**src/rtl/timer_multi.sv**
```systemverilog
// Multi-channel prescaled timer: up / down / center-aligned counting, shadowed reload,
// per-channel compare with sticky irq flags. Define TIMER_PWM_EN to build the PWM outputs.
module timer_multi #(
   parameter int WIDTH     = 32,
   parameter int PSC_WIDTH = 16,
   parameter int NCH       = 4
) (
   input  logic                   clk,
   input  logic                   rst,
   input  logic                   en,
   input  logic                   restart,
   input  logic [PSC_WIDTH-1:0]   prescaler,
   input  logic [WIDTH-1:0]       load,
   input  logic [1:0]             mode,
   input  logic                   one_shot,
   input  logic [NCH*WIDTH-1:0]   cmp,
   input  logic [NCH:0]           irq_clr,
   output logic [WIDTH-1:0]       count,
   output logic                   dir,
   output logic                   running,
   output logic                   tick,
   output logic [NCH-1:0]         match,
   output logic [NCH:0]           irq,
   output logic [NCH-1:0]         pwm
);

   typedef enum logic [1:0] {
      MODE_UP     = 2'b00,
      MODE_DOWN   = 2'b01,
      MODE_CENTER = 2'b10,
      MODE_UP_ALT = 2'b11
   } mode_e;

   localparam logic [WIDTH-1:0]     CNT_ONE = WIDTH'(1);
   localparam logic [PSC_WIDTH-1:0] PSC_ONE = PSC_WIDTH'(1);

   logic [PSC_WIDTH-1:0] r_psc_cnt;
   logic [WIDTH-1:0]     r_load_sh;
   logic [WIDTH-1:0]     r_count;
   logic                 r_dir;
   logic                 r_running;
   logic                 r_tick;
   logic [NCH-1:0]       r_match;
   logic [NCH:0]         r_irq;

   mode_e                w_mode;
   logic                 w_step;
   logic [WIDTH-1:0]     w_count_nxt;
   logic                 w_dir_nxt;
   logic                 w_update;
   logic [NCH-1:0]       w_match_nxt;

   assign w_mode = mode_e'(mode);
   assign w_step = en && r_running && (r_psc_cnt == prescaler);

   // NOTE: every output of this block gets a default first, so no path can infer a latch.
   always_comb begin
      w_count_nxt = r_count;
      w_dir_nxt   = r_dir;
      w_update    = 1'b0;
      case (w_mode)
         MODE_DOWN: begin
            w_dir_nxt = 1'b1;
            if (r_count == '0) begin
               w_count_nxt = r_load_sh;
               w_update    = 1'b1;
            end else begin
               w_count_nxt = r_count - CNT_ONE;
            end
         end
         MODE_CENTER: begin
            // Turn around when leaving a boundary; the update is the step that lands on 0.
            if (r_load_sh == '0) begin
               w_count_nxt = '0;
               w_dir_nxt   = 1'b0;
               w_update    = 1'b1;
            end else if (!r_dir) begin
               if (r_count == r_load_sh) begin
                  w_dir_nxt   = 1'b1;
                  w_count_nxt = r_count - CNT_ONE;
               end else begin
                  w_count_nxt = r_count + CNT_ONE;
               end
            end else if (r_count == '0) begin
               w_dir_nxt   = 1'b0;
               w_count_nxt = r_count + CNT_ONE;
            end else begin
               w_count_nxt = r_count - CNT_ONE;
               w_update    = (r_count == CNT_ONE);
            end
         end
         default: begin
            w_dir_nxt = 1'b0;
            if (r_count == r_load_sh) begin
               w_count_nxt = '0;
               w_update    = 1'b1;
            end else begin
               w_count_nxt = r_count + CNT_ONE;
            end
         end
      endcase
   end

   always_comb begin
      w_match_nxt = '0;
      for (int i = 0; i < NCH; i++) begin
         w_match_nxt[i] = (w_count_nxt == cmp[i*WIDTH +: WIDTH]);
      end
   end

   // NOTE: sequential state uses non-blocking assignments so all registers update together.
   always_ff @(posedge clk) begin
      if (rst) begin
         r_psc_cnt <= '0;
         r_load_sh <= '0;
         r_count   <= '0;
         r_dir     <= 1'b0;
         r_running <= 1'b1;
         r_tick    <= 1'b0;
         r_match   <= '0;
      end else if (restart) begin
         r_psc_cnt <= '0;
         r_load_sh <= load;
         r_count   <= (w_mode == MODE_DOWN) ? load : '0;
         r_dir     <= (w_mode == MODE_DOWN);
         r_running <= 1'b1;
         r_tick    <= 1'b0;
         r_match   <= '0;
      end else begin
         r_tick  <= 1'b0;
         r_match <= '0;
         if (w_step) begin
            r_psc_cnt <= '0;
            r_count   <= w_count_nxt;
            r_dir     <= w_dir_nxt;
            r_match   <= w_match_nxt;
            if (w_update) begin
               r_tick    <= 1'b1;
               r_load_sh <= load;
               if (one_shot) r_running <= 1'b0;
            end
         end else if (en && r_running) begin
            r_psc_cnt <= r_psc_cnt + PSC_ONE;
         end
      end
   end

   // Flags follow the registered pulses, so a set in the same cycle as a clear wins.
   always_ff @(posedge clk) begin
      if (rst) r_irq <= '0;
      else     r_irq <= (r_irq & ~irq_clr) | {r_match, r_tick};
   end

`ifdef TIMER_PWM_EN
   logic [NCH-1:0] r_pwm;
   logic [NCH-1:0] w_pwm_nxt;

   always_comb begin
      w_pwm_nxt = '0;
      for (int i = 0; i < NCH; i++) begin
         w_pwm_nxt[i] = (w_count_nxt < cmp[i*WIDTH +: WIDTH]);
      end
   end

   always_ff @(posedge clk) begin
      if (rst || restart) r_pwm <= '0;
      else if (w_step)    r_pwm <= w_pwm_nxt;
   end

   assign pwm = r_pwm;
`else
   assign pwm = '0;
`endif

   assign count   = r_count;
   assign dir     = r_dir;
   assign running = r_running;
   assign tick    = r_tick;
   assign match   = r_match;
   assign irq     = r_irq;

endmodule

```
**config.mk**
```make
export PLATFORM = sky130hd
export DESIGN_NAME = timer_multi
export DESIGN_NICKNAME = d
export VERILOG_FILES = /design/src/rtl/timer_multi.sv
export SDC_FILE = /design/constraint.sdc
export NUM_CORES = 1
export LEC_CHECK = 0
export ABC_AREA = 1
export BUFFER_PORTS_ARGS = -buffer_cell sky130_fd_sc_hd__buf_2
export CORE_ASPECT_RATIO = 1.5
export CORE_MARGIN = 2
export CORE_UTILIZATION = 61
export CTS_CLUSTER_DIAMETER = 80
export DETAILED_ROUTE_END_ITERATION = 10
export PLACE_DENSITY = 0.88
export SETUP_SLACK_MARGIN = 0.1
export SKIP_CTS_REPAIR_TIMING = 1
export SLEW_MARGIN = 20
export SYNTH_ARGS = -nofsm -noshare
export SYNTH_HDL_FRONTEND = slang
export SYNTH_SLANG_ARGS = --single-unit
```
**constraint.sdc**
```tcl
create_clock -name clk -period 3.4 [get_ports clk]
set_input_delay 0.68 -clock clk [delete_from_list [all_inputs] [get_ports clk]]
set_output_delay 0.68 -clock clk [all_outputs]
set_load 0.02 [all_outputs]
```
==> run summary <==
Tcrit/Tclk final - 92.84%
syn_area_per_cell - 5.585 sq um
Yosys reg bits - 92
CP Capture Type - flip-flop
DR WL/cell - 18.06 um
ys async rst share - 0%
first-pass GRT wire length - 63850 um
Reg clk slew, reported paths - 0.08 ns
Max Slew Vio Count - 0
I/O Pins - 236
Post-DRT Antenna Nets - 0
worst hold slack - 0.4831 ns
Yosys Warn Count - 0
via/cell ratio - 5.897
Num CTS Buffers - 9
Mapped Cells - 1927
Core Area - 0.01735 sq mm
Worst IR Drop VDD - 0.0002989 V
ANT cells - 0
synthesized cell area - 0.01076 sq mm
Final Critical Period - 3.156 ns
Die Ht - 166.7 um
fmax - 316.8 MHz
Setup CP Type - reg2reg
initial antenna violation count - 0
clock root buffer - clkbuf_16
Sum Neg Setup Slack - 0 ns
grt ovf - 0
I/O Buffers - 231
Leakage Power - 0.006167 uW
htree depth - 3
Final Hold Viols - 0
R2R setup slack - 0.24 ns
Tot Pwr - 4035 uW
clock sink count - 92
Worst Setup Start Kind - flip-flop
worst skew pair latency - 0.37 ns
largest net degree at the start of global routing - 65
Post-synth EDFFs - 0
number of global-route vias before repair - 12240
drt first pass iters - 6
full die area - 0.01874 sq mm
relative slew slack - 47.60%
post-synthesis sequential area ratio - 17.11%
DR DRC count - 0
main flop type after synthesis - dfxtp_1
Site Rows - 59
Die W - 112.5 um
CTS Buffer Depth - 2
Total GRT Usage - 43.10%
RSZ-0062 raised after global routing - yes
most used cell, CP - nand2_1
slowest cell delay on critical path - 0.53 ns
post-DP HPWL - 34310 um
Pwr Density - 330.6 mW/mm^2
GP Congestion - 1.088
dpl ws - 0.2591 ns
Worst Path Max Fanout - 25
DRT iter0 DRCs - 1245
critical path's slowest cell - dfxtp_1
nets - 2305
Unique masters post-synth - 43
clock skew - 0.01490 ns
P&R area growth vs syn - 13.38%
CTS tree - built
status - finished, final reports clean
Worst EP arrival - 3.46 ns
fraction of layout cells with a size suffix above 1 - 19.38%
# setup viols final - 0
CP required - 3.71 ns
critical path cell sequence - nand2_1, nand2_1, nand2_1, nor2_1, nand2_2, nor2_8, buf_4, nand3_1, nand3_1, nand2_1, nand2_1, nand2_1, nand2_1, nand2_1, nor2_1, nand2_1, nor2_1, nand3_1, nor2_1
Max Cap Viol - 0
Initial Utilization - 62.04%
Worst-Margin Slew - 0.7848 ns
worst min-delay path class - reg2reg
WL final - 42070 um
final worst slack - 0.2436 ns
Vias - 13730
-- flip-flops by register name, indices dropped and copies added (netlist names) --
register / flops
count: 32
dir: 1
irq: 5
match: 4
r_load_sh: 32
r_psc_cnt: 16
running: 1
tick: 1
-- worst paths after layout --
kind                                             start                  end  cells past startpoint
worst max-delay path            count[27]$_SDFFE_PP0P_  match[3]$_SDFF_PP0_                     19
worst min-delay path               match[3]$_SDFF_PP0_    irq[4]$_SDFF_PP0_                      2
worst max register to register  count[27]$_SDFFE_PP0P_  match[3]$_SDFF_PP0_                     19
worst min register to register     match[3]$_SDFF_PP0_    irq[4]$_SDFF_PP0_                      2
-- worst max-delay path, delay by kind of cell, from the launching register on --
kind	cells	cell delay [ns]
flip-flops	1	0.53
buffers and inverters	1	0.30
AND/OR/NAND/NOR	18	2.25
-- placed cells by master (no fill, tap or decap), types with 3 or more instances in the layout --
master       n
nand2_1    586
nor2_2      20
nand3b_1    56
or2_2        4
buf_2      231
o22ai_1      3
nand3_1    189
nor4_1       3
nor2_1     238
nor2_4       6
ha_1         5
nand2_2     58
nor3_1      20
xnor2_1     30
inv_1      169
clkbuf_16    9
o21ai_1     17
inv_2       18
nand3_2      3
conb_1       4
xor2_1      54
dfxtp_1     91
nor2_8       5
nand4_1     15
a31oi_1     35
buf_4       29
o21ai_0     94
a21oi_2      9
nand2_4      4
a21oi_1     84
-- where the power goes --
part,switching [uW],internal (uW)
registers,115,1130
logic,1150,560
clock network,560,518
total,1820,2210
-- logic make-up after synthesis --
kind of cell	synth area share, %
AO/OA/AOI/OAI	12.64
other	0.03484
XOR/XNOR	6.836
adder cells (fa/ha/maj)	0.6975
AND/OR/NAND/NOR	50.83
buffers and inverters	11.86
flip-flops	17.11
-- cell type report --
| class | count | area [sq um] |
|---|---|---|
| Multi-Input combinational cell | 1557 | 7672 |
| Inverter | 189 | 709.4 |
| Timing Repair Buffer | 262 | 1414 |
| Fill cell | 1690 | 5145 |
| Clock buffer | 9 | 225.2 |
| Sequential cell | 92 | 1843 |
| Tap cell | 213 | 266.5 |
| Clock inverter | 7 | 72.57 |
-- metal layers --
layer / wire [um] / global-route usage (%) / vias to the layer above
met1: 15680 / 52.54 / 6158
met2: 19260 / 71.14 / 869
li1: - / - / 6534
met4: 3057 / 26.35 / 0
met5: 0 / 0 / -
met3: 4073 / 6.223 / 173
-- synthesized netlist by cell type, types with 16 or more instances --
cell        n  area [sq um]
nand2_1   587          2203
nor2_1    241         904.6
nand3_1   189         945.9
inv_1     169         634.4
o21ai_0    94         470.5
dfxtp_1    92          1842
a21oi_1    84         420.4
nand2_2    57         356.6
nand3b_1   56         420.4
xor2_1     54         473.0
clkbuf_1   42         157.7
a31oi_1    35         219.0
xnor2_1    30         262.8
nor3_1     20         100.1
inv_2      18         67.56
o21ai_1    18         90.09
nor2_2     17         106.4
buf_4      16         120.1
buf_6      16         180.2
-- metrics by stage --
stage,cells,utilization (%),area [sq um]
6_report,2329,70.34,12200
5_1_grt,2329,70.34,12200
4_1_cts,2327,70.18,12180
3_5_place_dp,2311,68.47,11880
3_3_place_gp,2311,68.47,11880
2_1_floorplan,1930,-,10770
Power figures use the tool's default switching activity.
